[src/rtl/cmp_branch_seq_pkg.sv]
// Shared types and helpers for the chunked branch comparator.
// The relation codes, the FSM states and the relation resolver live here.
package cmp_branch_pkg;

  typedef enum logic [2:0] {
    MODE_EQ  = 3'b000,
    MODE_NE  = 3'b001,
    MODE_LT  = 3'b010,
    MODE_GE  = 3'b011,
    MODE_LTU = 3'b100,
    MODE_GEU = 3'b101
  } cmp_mode_e;

  typedef enum logic [1:0] {
    S_IDLE = 2'b00,
    S_CMP  = 2'b01,
    S_DONE = 2'b10
  } state_e;

  // Codes 11x are not defined relations.
  function automatic logic is_reserved(input logic [2:0] mode);
    return (mode[2:1] == 2'b11);
  endfunction

  // Signed relations flip the sign bit of the top chunk before comparing.
  function automatic logic is_signed_mode(input logic [2:0] mode);
    return (mode == MODE_LT) || (mode == MODE_GE);
  endfunction

  // Returns {taken, notTaken}. When the operands are equal, lt is 0,
  // so the same table covers both the early-exit and the all-equal case.
  function automatic logic [1:0] resolve(input logic [2:0] mode,
                                         input logic eq,
                                         input logic lt);
    logic [1:0] r;
    r = 2'b01;
    case (mode)
      MODE_EQ:  r = eq ? 2'b10 : 2'b01;
      MODE_NE:  r = eq ? 2'b01 : 2'b10;
      MODE_LT:  r = lt ? 2'b10 : 2'b01;
      MODE_GE:  r = lt ? 2'b01 : 2'b10;
      MODE_LTU: r = lt ? 2'b10 : 2'b01;
      MODE_GEU: r = lt ? 2'b01 : 2'b10;
      default:  r = 2'b01;
    endcase
    return r;
  endfunction

endpackage

[src/rtl/cmp_branch_seq_if.sv]
// Request/result bundle of the branch comparator.
// master drives the request side, slave (the comparator) drives results.
interface cmp_branch_seq_if #(
  parameter int WIDTH = 32
);
  logic             req;
  logic [2:0]       mode;
  logic [WIDTH-1:0] x;
  logic [WIDTH-1:0] y;
  logic             taken;
  logic             notTaken;
  logic             fin;
  logic             err;
  logic             busy;

  modport master (
    output req, mode, x, y,
    input  taken, notTaken, fin, err, busy
  );

  modport slave (
    input  req, mode, x, y,
    output taken, notTaken, fin, err, busy
  );
endinterface

[src/rtl/cmp_branch_seq_chunk_cmp.sv]
// One-chunk comparator: equality plus unsigned less-than, with an optional
// sign-bit flip so the top chunk of a signed operand orders correctly.
module chunk_cmp #(
  parameter int CHUNK = 8
) (
  input  logic [CHUNK-1:0] a_i,
  input  logic [CHUNK-1:0] b_i,
  input  logic             inv_msb_i,
  output logic             eq_o,
  output logic             lt_o
);
  logic [CHUNK-1:0] flip_s;
  logic [CHUNK-1:0] a_s;
  logic [CHUNK-1:0] b_s;

  assign flip_s = {inv_msb_i, {(CHUNK-1){1'b0}}};
  assign a_s    = a_i ^ flip_s;
  assign b_s    = b_i ^ flip_s;
  assign eq_o   = (a_i == b_i);
  assign lt_o   = (a_s < b_s);
endmodule

[src/rtl/cmp_branch_seq.sv]
// Sequential branch comparator: samples operands on a 4-phase request,
// walks them MSB-chunk first and stops at the first differing chunk.
module cmp_branch_seq
  import cmp_branch_pkg::*;
#(
  parameter int WIDTH = 32,
  parameter int CHUNK = 8
) (
  input logic              clk,
  input logic              rst_n,
  cmp_branch_seq_if.slave  bus
);
  localparam int NC = WIDTH / CHUNK;
  localparam int IW = (NC > 1) ? $clog2(NC) : 1;
  localparam logic [IW-1:0] IDX_TOP = IW'(NC - 1);

  if ((WIDTH % CHUNK) != 0) begin : g_bad_chunk
    $error("cmp_branch_seq: WIDTH must be a multiple of CHUNK");
  end

  state_e           state_q, state_d;
  logic [IW-1:0]    idx_q, idx_d;
  logic [WIDTH-1:0] xs_q, xs_d;
  logic [WIDTH-1:0] ys_q, ys_d;
  logic [2:0]       mode_q, mode_d;
  logic             taken_q, taken_d;
  logic             nt_q, nt_d;
  logic             err_q, err_d;

  logic [CHUNK-1:0] xch_s [NC];
  logic [CHUNK-1:0] ych_s [NC];
  logic             eq_s;
  logic             lt_s;
  logic             inv_msb_s;

  for (genvar g = 0; g < NC; g++) begin : g_chunks
    assign xch_s[g] = xs_q[g*CHUNK +: CHUNK];
    assign ych_s[g] = ys_q[g*CHUNK +: CHUNK];
  end

  assign inv_msb_s = is_signed_mode(mode_q) && (idx_q == IDX_TOP);

  chunk_cmp #(.CHUNK(CHUNK)) u_chunk_cmp (
    .a_i       (xch_s[idx_q]),
    .b_i       (ych_s[idx_q]),
    .inv_msb_i (inv_msb_s),
    .eq_o      (eq_s),
    .lt_o      (lt_s)
  );

  // State, latched operands, chunk index and result registers.
  always_ff @(posedge clk or negedge rst_n) begin
    if (!rst_n) begin
      state_q <= S_IDLE;
      idx_q   <= '0;
      xs_q    <= '0;
      ys_q    <= '0;
      mode_q  <= 3'b000;
      taken_q <= 1'b0;
      nt_q    <= 1'b0;
      err_q   <= 1'b0;
    end else begin
      state_q <= state_d;
      idx_q   <= idx_d;
      xs_q    <= xs_d;
      ys_q    <= ys_d;
      mode_q  <= mode_d;
      taken_q <= taken_d;
      nt_q    <= nt_d;
      err_q   <= err_d;
    end
  end

  // Next-state and result logic; an abort in CMP wins over resolution.
  always_comb begin
    state_d = state_q;
    idx_d   = idx_q;
    xs_d    = xs_q;
    ys_d    = ys_q;
    mode_d  = mode_q;
    taken_d = taken_q;
    nt_d    = nt_q;
    err_d   = err_q;
    case (state_q)
      S_IDLE: begin
        if (bus.req) begin
          xs_d    = bus.x;
          ys_d    = bus.y;
          mode_d  = bus.mode;
          idx_d   = IDX_TOP;
          state_d = S_CMP;
        end else begin
          state_d = S_IDLE;
        end
      end
      S_CMP: begin
        if (!bus.req) begin
          idx_d   = '0;
          state_d = S_IDLE;
        end else if (is_reserved(mode_q)) begin
          taken_d = 1'b0;
          nt_d    = 1'b1;
          err_d   = 1'b1;
          state_d = S_DONE;
        end else if (!eq_s || (idx_q == '0)) begin
          {taken_d, nt_d} = resolve(mode_q, eq_s, lt_s);
          err_d   = 1'b0;
          state_d = S_DONE;
        end else begin
          idx_d   = idx_q - IW'(1);
        end
      end
      S_DONE: begin
        if (!bus.req) begin
          taken_d = 1'b0;
          nt_d    = 1'b0;
          err_d   = 1'b0;
          idx_d   = '0;
          state_d = S_IDLE;
        end else begin
          state_d = S_DONE;
        end
      end
      default: begin
        taken_d = 1'b0;
        nt_d    = 1'b0;
        err_d   = 1'b0;
        idx_d   = '0;
        state_d = S_IDLE;
      end
    endcase
  end

  assign bus.taken    = taken_q;
  assign bus.notTaken = nt_q;
  assign bus.fin      = taken_q | nt_q;
  assign bus.err      = err_q;
  assign bus.busy     = (state_q != S_IDLE);

endmodule
[src/flat_wrapper.sv]
// flat-port wrapper written by rule: the top's interface ports become plain ports
module cmp_branch_seq_flat import cmp_branch_pkg::*;
#(
  parameter int WIDTH = 32,
  parameter int CHUNK = 8
)
  (clk, rst_n, bus_req, bus_mode, bus_x, bus_y, bus_taken, bus_notTaken, bus_fin, bus_err, bus_busy);
  cmp_branch_seq_if #(.WIDTH(WIDTH)) bus_i ();
  input logic clk;
  input logic rst_n;
  input wire logic [$bits(bus_i.req)-1:0] bus_req;
  input wire logic [$bits(bus_i.mode)-1:0] bus_mode;
  input wire logic [$bits(bus_i.x)-1:0] bus_x;
  input wire logic [$bits(bus_i.y)-1:0] bus_y;
  output wire logic [$bits(bus_i.taken)-1:0] bus_taken;
  output wire logic [$bits(bus_i.notTaken)-1:0] bus_notTaken;
  output wire logic [$bits(bus_i.fin)-1:0] bus_fin;
  output wire logic [$bits(bus_i.err)-1:0] bus_err;
  output wire logic [$bits(bus_i.busy)-1:0] bus_busy;
  assign bus_i.req = bus_req;
  assign bus_i.mode = bus_mode;
  assign bus_i.x = bus_x;
  assign bus_i.y = bus_y;
  assign bus_taken = bus_i.taken;
  assign bus_notTaken = bus_i.notTaken;
  assign bus_fin = bus_i.fin;
  assign bus_err = bus_i.err;
  assign bus_busy = bus_i.busy;
  cmp_branch_seq #(.WIDTH(WIDTH), .CHUNK(CHUNK)) u_core (.clk(clk), .rst_n(rst_n), .bus(bus_i));
endmodule
[config.mk]
export PLATFORM = sky130hd
export DESIGN_NAME = cmp_branch_seq_flat
export DESIGN_NICKNAME = d
export VERILOG_FILES = /design/src/rtl/cmp_branch_seq_pkg.sv /design/src/rtl/cmp_branch_seq_if.sv /design/src/rtl/cmp_branch_seq_chunk_cmp.sv /design/src/rtl/cmp_branch_seq.sv /design/src/flat_wrapper.sv
export SDC_FILE = /design/constraint.sdc
export NUM_CORES = 1
export LEC_CHECK = 0
export CAP_MARGIN = 20
export CORE_UTILIZATION = 25
export DETAILED_ROUTE_END_ITERATION = 10
export PLACE_DENSITY = 0.43
export SKIP_LAST_GASP = 1
export SLEW_MARGIN = 20
export SYNTH_ARGS = -nofsm -noshare
export SYNTH_HDL_FRONTEND = slang
export SYNTH_SLANG_ARGS = --single-unit
[constraint.sdc]
create_clock -name clk -period 3.5 [get_ports clk]
set_input_delay 0.875 -clock clk [delete_from_list [all_inputs] [get_ports clk]]
set_output_delay 0.875 -clock clk [all_outputs]
set_load 0.02 [all_outputs]
==> results of run 1 <==
==> cell usage after synthesis, types with 2 or more instances <==
cell,count,share of area (%)
a21oi_1,9,1.2
buf_2,2,0.27
clkbuf_1,7,0.72
dfrtp_1,74,51
ha_1,13,4.5
inv_1,14,1.4
mux2_2,69,21
mux2i_1,3,0.82
mux4_1,5,3.6
mux4_2,11,6.8
nand2_1,10,1.0
nand3_1,3,0.41
nand3b_1,2,0.41
nor2_1,4,0.41
o2bb2ai_1,2,0.48
or2_0,2,0.34
xnor2_1,5,1.2
==> per-stage QoR <==
step	instances	power, mW	instance area (sq um)	utilization (%)	hold slack, ps
2_1_floorplan	254	2.566	3643	-	470.4
3_3_place_gp	501	3.034	4601	32.76	481.1
3_5_place_dp	501	3.070	4601	32.76	478.9
4_1_cts	517	4.181	4954	35.28	496.8
5_1_grt	517	4.386	4957	35.30	515.1
6_report	517	4.094	4957	35.30	487.6
==> power groups by stage <==
stage | Sequential (mW) | Combinational, mW | Clock [mW]
after floorplan | 1.34 | 1.22 | 0
after global placement | 1.42 | 1.61 | 0
after detailed placement | 1.43 | 1.64 | 0
after CTS | 1.41 | 1.65 | 1.12
after global routing | 1.45 | 1.79 | 1.15
final | 1.40 | 1.61 | 1.08
==> cells by family after synthesis <==
group,after synthesis,share of synthesized area (%)
simple gates,27,3.880
compound gates,20,3.881
xor+xnor,6,1.442
buf+inv,26,2.953
flops,74,50.82
fa+ha+maj,13,4.464
mux,88,32.56
==> layout make-up <==
type / count / area (sq um)
Multi-Input combinational cell: 154 / 1687
Timing Repair Buffer: 78 / 784.5
Fill cell: 1402 / 9085
Clock inverter: 6 / 113.9
Tap cell: 180 / 225.2
Sequential cell: 74 / 1852
Inverter: 15 / 56.30
Clock buffer: 10 / 239.0
==> worst paths after layout <==
path / startpoint / to / slack, ps / cells past startpoint
setup / recovery: u_core.idx_q[0] / u_core.idx_q[1] / 750 / 9
hold / removal: u_core.bus.err / u_core.bus.err / 490 / 1
setup reg to reg: u_core.idx_q[0] / u_core.idx_q[1] / 750 / 9
hold reg to reg: u_core.bus.err / u_core.bus.err / 490 / 1
max in group asynchronous: rst_n / u_core.ys_q[14] / 2440 / 1
min in group asynchronous: rst_n / u_core.xs_q[0] / 570 / 1
==> routing by layer <==
layer	up-vias	track usage [%]	share of wire (%)
met3	9	4.043	4.7
li1	1086	-	-
met2	48	20.19	51
met1	1153	13.98	43
met5	-	0	0
met4	0	3.659	1.1
==> worst max-delay path, cell delays in order, from the launching register on <==
cell and delay [ps]:
dfrtp_1 370, buf_12 200, mux4_2 520, ha_1 330, nand3_1 130, nor3_1 270, and4b_1 330, o21ba_1 200
a21oi_1 80, a221oi_1 210
==> sequential cells by signal, summed over array words and instances (netlist names) <==
name and count:
u_core.bus.err 1, u_core.bus.notTaken 1, u_core.bus.taken 1, u_core.idx_q 2
u_core.mode_q 3, u_core.state_q 2, u_core.xs_q 32, u_core.ys_q 32
==> flow_summary.toml, run 1 <==
[route]
vias = 2296
drt_iter0_markers = 64
drt-wirelength-per-cell_um = 15.71
antenna_left = 0
post-route-drc-count = 0
wl_mm = 8.122
viasPerCell = 4.441
drtPass1Iterations = 4

[cts]
postCtsHoldBufs = 0
worstSkewPairLatency_ps = 340
cts_resized = 0
cts_tree = "built"
htree_levels = 3
cts_buffers = 9
clockRootBuffer = "clkbuf_16"
path_clk_slew_ps = 60
cts_setup_buffers = 0
cts.sinks = 74
clockBufferDepth = 2

[timing]
setup_viol = 0
slew_violations = 0
worstMarginPinSlew_ps = 702.3
max_freq_mhz = 363.5
rsz0062_at_grt = "false"
fin_crit_ps = 2751
post-route-period-util_pct = 78.61
hold_viol_final = 0
fin_ws_ps = 748.6
setup_tns_ps = 0
worst_clock_skew_ps = 5.540
max_slew_margin_pct = 53.18

[placement]
place_congestion = 0.7622
dp_hpwl_mm = 5.892
portBuffers = 74
pre_cts_ws_ps = 717.3

[yosys]
async_flop_share_pct = 100.0
synth_nets = 337
synthCells = 254
ys_seq_area_share_pct = 50.82
synth_area_sq_mm = 0.003643
synth_edf_count = 0
syn_area_per_cell_sq_um = 14.34
ys_types = 36
ys_warn_count = 0
synth_seq_cells = 74
synth_flop_cell = "dfrtp_1"

[floorplan]
die-area_sq_mm = 0.01506
top_level_ports = 75
rows = 43
start_util_pct = 25.95
dieHeight_um = 122.7
core_sq_mm = 0.01404
die_w_um = 122.7

[finish]
drive_above_1_share_pct = 31.45
area_growth_pct = 36.06
mostFrequentLayoutCells = "dfrtp_1, clkdlybuf4s50_1, mux2_2, inv_1, ha_1"
final_common_cell = "dfrtp_1"
num-nets-final = 415
antenna_cells = 0

[pwr]
ir_drop_v = 0.0002970
swShare_pct = 30.74
p_switching_mw = 1.258
total_leakage_power_nw = 2.047
power.density_mw_per_mm2 = 825.9
p_int_mw = 2.836
clockPowerShare_pct = 26.4
power_frac_comb_pct = 39.3
p_seq_share_pct = 34.2

[critical_path]
worst-path-max-fanout = 22
critPathKind = "register to register"
cp-start-kind = "register"
crit_arrival_ps = 2990
end_kind = "register"
cp.required_ps = 3730

[grt]
grt_pass1_wl_mm = 12.94
grt_pass1_vias = 2416
grt_max_degree = 75
antenna_found_initial = 0
grtUsageTotal_pct = 11.86
grt_overflow_total = 0

[hold_path]
hold_path_class = "register to register"

[status]
status = "complete, no violations"

[run]
max-cap-violations = 0
(Power assumes the default switching activity.)
==> run 2: changes to the inputs <==
- clock period: 3.5 -> 2.64 ns (I/O delays scaled with it)
==> flow_summary.toml, run 2 (synthesis results as in run 1) <==
[timing]
setup_viol = 0
worst_clock_skew_ps = 6.333
post-route-period-util_pct = 97.58
hold_viol_final = 0
rsz0062_at_grt = "true"
slew_violations = 0
worstMarginPinSlew_ps = 541.5
max_slew_margin_pct = 63.90
max_freq_mhz = 388.2
fin_crit_ps = 2576

[finish]
final_common_cell = "dfrtp_1"
num-nets-final = 429
reg_top3 = "u_core.xs_q x32, u_core.ys_q x32, u_core.mode_q x3"
drive_above_1_share_pct = 40.17
antenna_cells = 0
stdcell_area_sq_mm = 0.005269
mostFrequentLayoutCells = "dfrtp_1, clkdlybuf4s50_1, mux2_2, mux4_2, inv_1"
fillerInstances = 1339
final_util_pct = 37.52
area_growth_pct = 44.61

[pwr]
ir_drop_v = 0.0004721
power.density_mw_per_mm2 = 1175
total_leakage_power_nw = 2.171

[cts]
cts_buffers = 9
cts_tree = "built"
path_clk_slew_ps = 60
clockRootBuffer = "clkbuf_16"
htree_levels = 3
clockBufferDepth = 2
worstSkewPairLatency_ps = 340
cts.sinks = 74

[critical_path]
cp-start-kind = "register"
cp.required_ps = 2860
worst-path-max-fanout = 7
end_kind = "register"
crit_arrival_ps = 2800
critPathKind = "register to register"

[floorplan]
dieHeight_um = 122.7
start_util_pct = 25.95
core_sq_mm = 0.01404
die-area_sq_mm = 0.01506
top_level_ports = 75
rows = 43
die_w_um = 122.7

[route]
post-route-drc-count = 0
vias = 2364
viasPerCell = 4.452
drtPass1Iterations = 3
wl_mm = 8.502
antenna_left = 0
wl_met1_mm = 3.774
drt_iter0_markers = 66
highest_layer = "met4"
met3WireLength_um = 391
drt-wirelength-per-cell_um = 16.01
dr_wl_met2_mm = 4.261

[grt]
antenna_found_initial = 0
grt_pass1_vias = 2475
grt_overflow_total = 0
grt_pass1_wl_mm = 13.24
grtUsageTotal_pct = 12.11
grt_max_degree = 39

[placement]
dp_hpwl_mm = 6.183
place_congestion = 0.7518
portBuffers = 74
place_area_sq_mm = 0.004696

[hold_path]
hold_path_class = "input pin to asynchronous set/reset pin"

[run]
max-cap-violations = 0

[status]
status = "complete, no violations"
-- run 2: cell types whose count changed in the layout (fill, tap and decap cells not counted), moves of 3 or more --
cell / previous run / this run
buf_12: 1 / 5
ha_1: 13 / 8
nand2_1: 9 / 6
buf_4: 3 / 11
ha_4: 0 / 5
-- run 2: power breakdown --
group          total [mW]  internal (mW)  switching [mW]  leakage (nW)
Combinational        2.94           1.71            1.24          1.13
Clock                1.36          0.902           0.462         0.165
Sequential           1.88           1.58           0.303         0.872
Total                6.19           4.19            2.00          2.17
-- run 2: worst paths after layout --
kind | start | end | slack [ps] | cells past startpoint
worst max register to register | u_core.idx_q[0] | u_core.bus.notTaken | 60 | 11
max in group asynchronous | rst_n | u_core.idx_q[0] | 1720 | 2
worst min register to register | u_core.xs_q[25] | u_core.xs_q[25] | 500 | 1
min in group clk | u_core.xs_q[25] | u_core.xs_q[25] | 500 | 1
worst min-delay path | rst_n | u_core.xs_q[24] | 300 | 1
worst max-delay path | u_core.idx_q[0] | u_core.bus.notTaken | 60 | 11
-- run 2: metrics by stage --
step	total power [mW]	hold WS (ps)	setup slack, ps	std cells	setup TNS [ps]
after global routing	6.609	336.2	-36.94	531	-51.84
after floorplan	3.413	364.4	-28.33	254	-49.45
final	6.190	299.7	64.00	531	0
after detailed placement	4.169	491.6	-80.90	507	-169.7
after CTS	5.592	319.4	-6.478	523	-6.478
after global placement	4.123	484.2	-50.98	507	-50.98
-- run 2: routing by layer --
| layer | vias to the layer above | GRT usage [%] |
|---|---|---|
| met1 | 1198 | 14.95 |
| met3 | 6 | 4.136 |
| met2 | 46 | 19.56 |
| met5 | - | 0 |
| met4 | 0 | 4.345 |
| li1 | 1114 | - |
-- run 2: cell type report --
cell class                 count  area (sq um)  share of cell area [%]
clock buffer                  12         266.5                   5.058
clock inverter                 4         72.57                   1.377
inverter                      15         56.30                   1.069
multi-input combinational    154          1832                   34.77
sequential                    74          1853                   35.17
tap                          180         225.2                   4.275
timing repair buffer          92         963.4                   18.29
-- run 2: worst max-delay path, cell delays in order, from the launching register on --
cell and delay, ps:
dfrtp_2 430, buf_12 150, buf_4 110, mux4_2 490
ha_1 350, nand2_4 100, nor3_4 40, and4b_1 210
buf_6 130, o21ai_0 140, nand2_1 110, a22o_1 190
-- run 2: timing repair --
| action | 4_1_cts | 5_1_grt |
|---|---|---|
| gates resized for setup | 2 | 28 |
| endpoints found under the hold margin | 0 | 0 |
| buffers inserted | 0 | 7 |
| hold buffers | 0 | 0 |
| gates cloned | 0 | 1 |
| pin swaps | 1 | 12 |
| setup endpoints to repair | 3 | 7 |
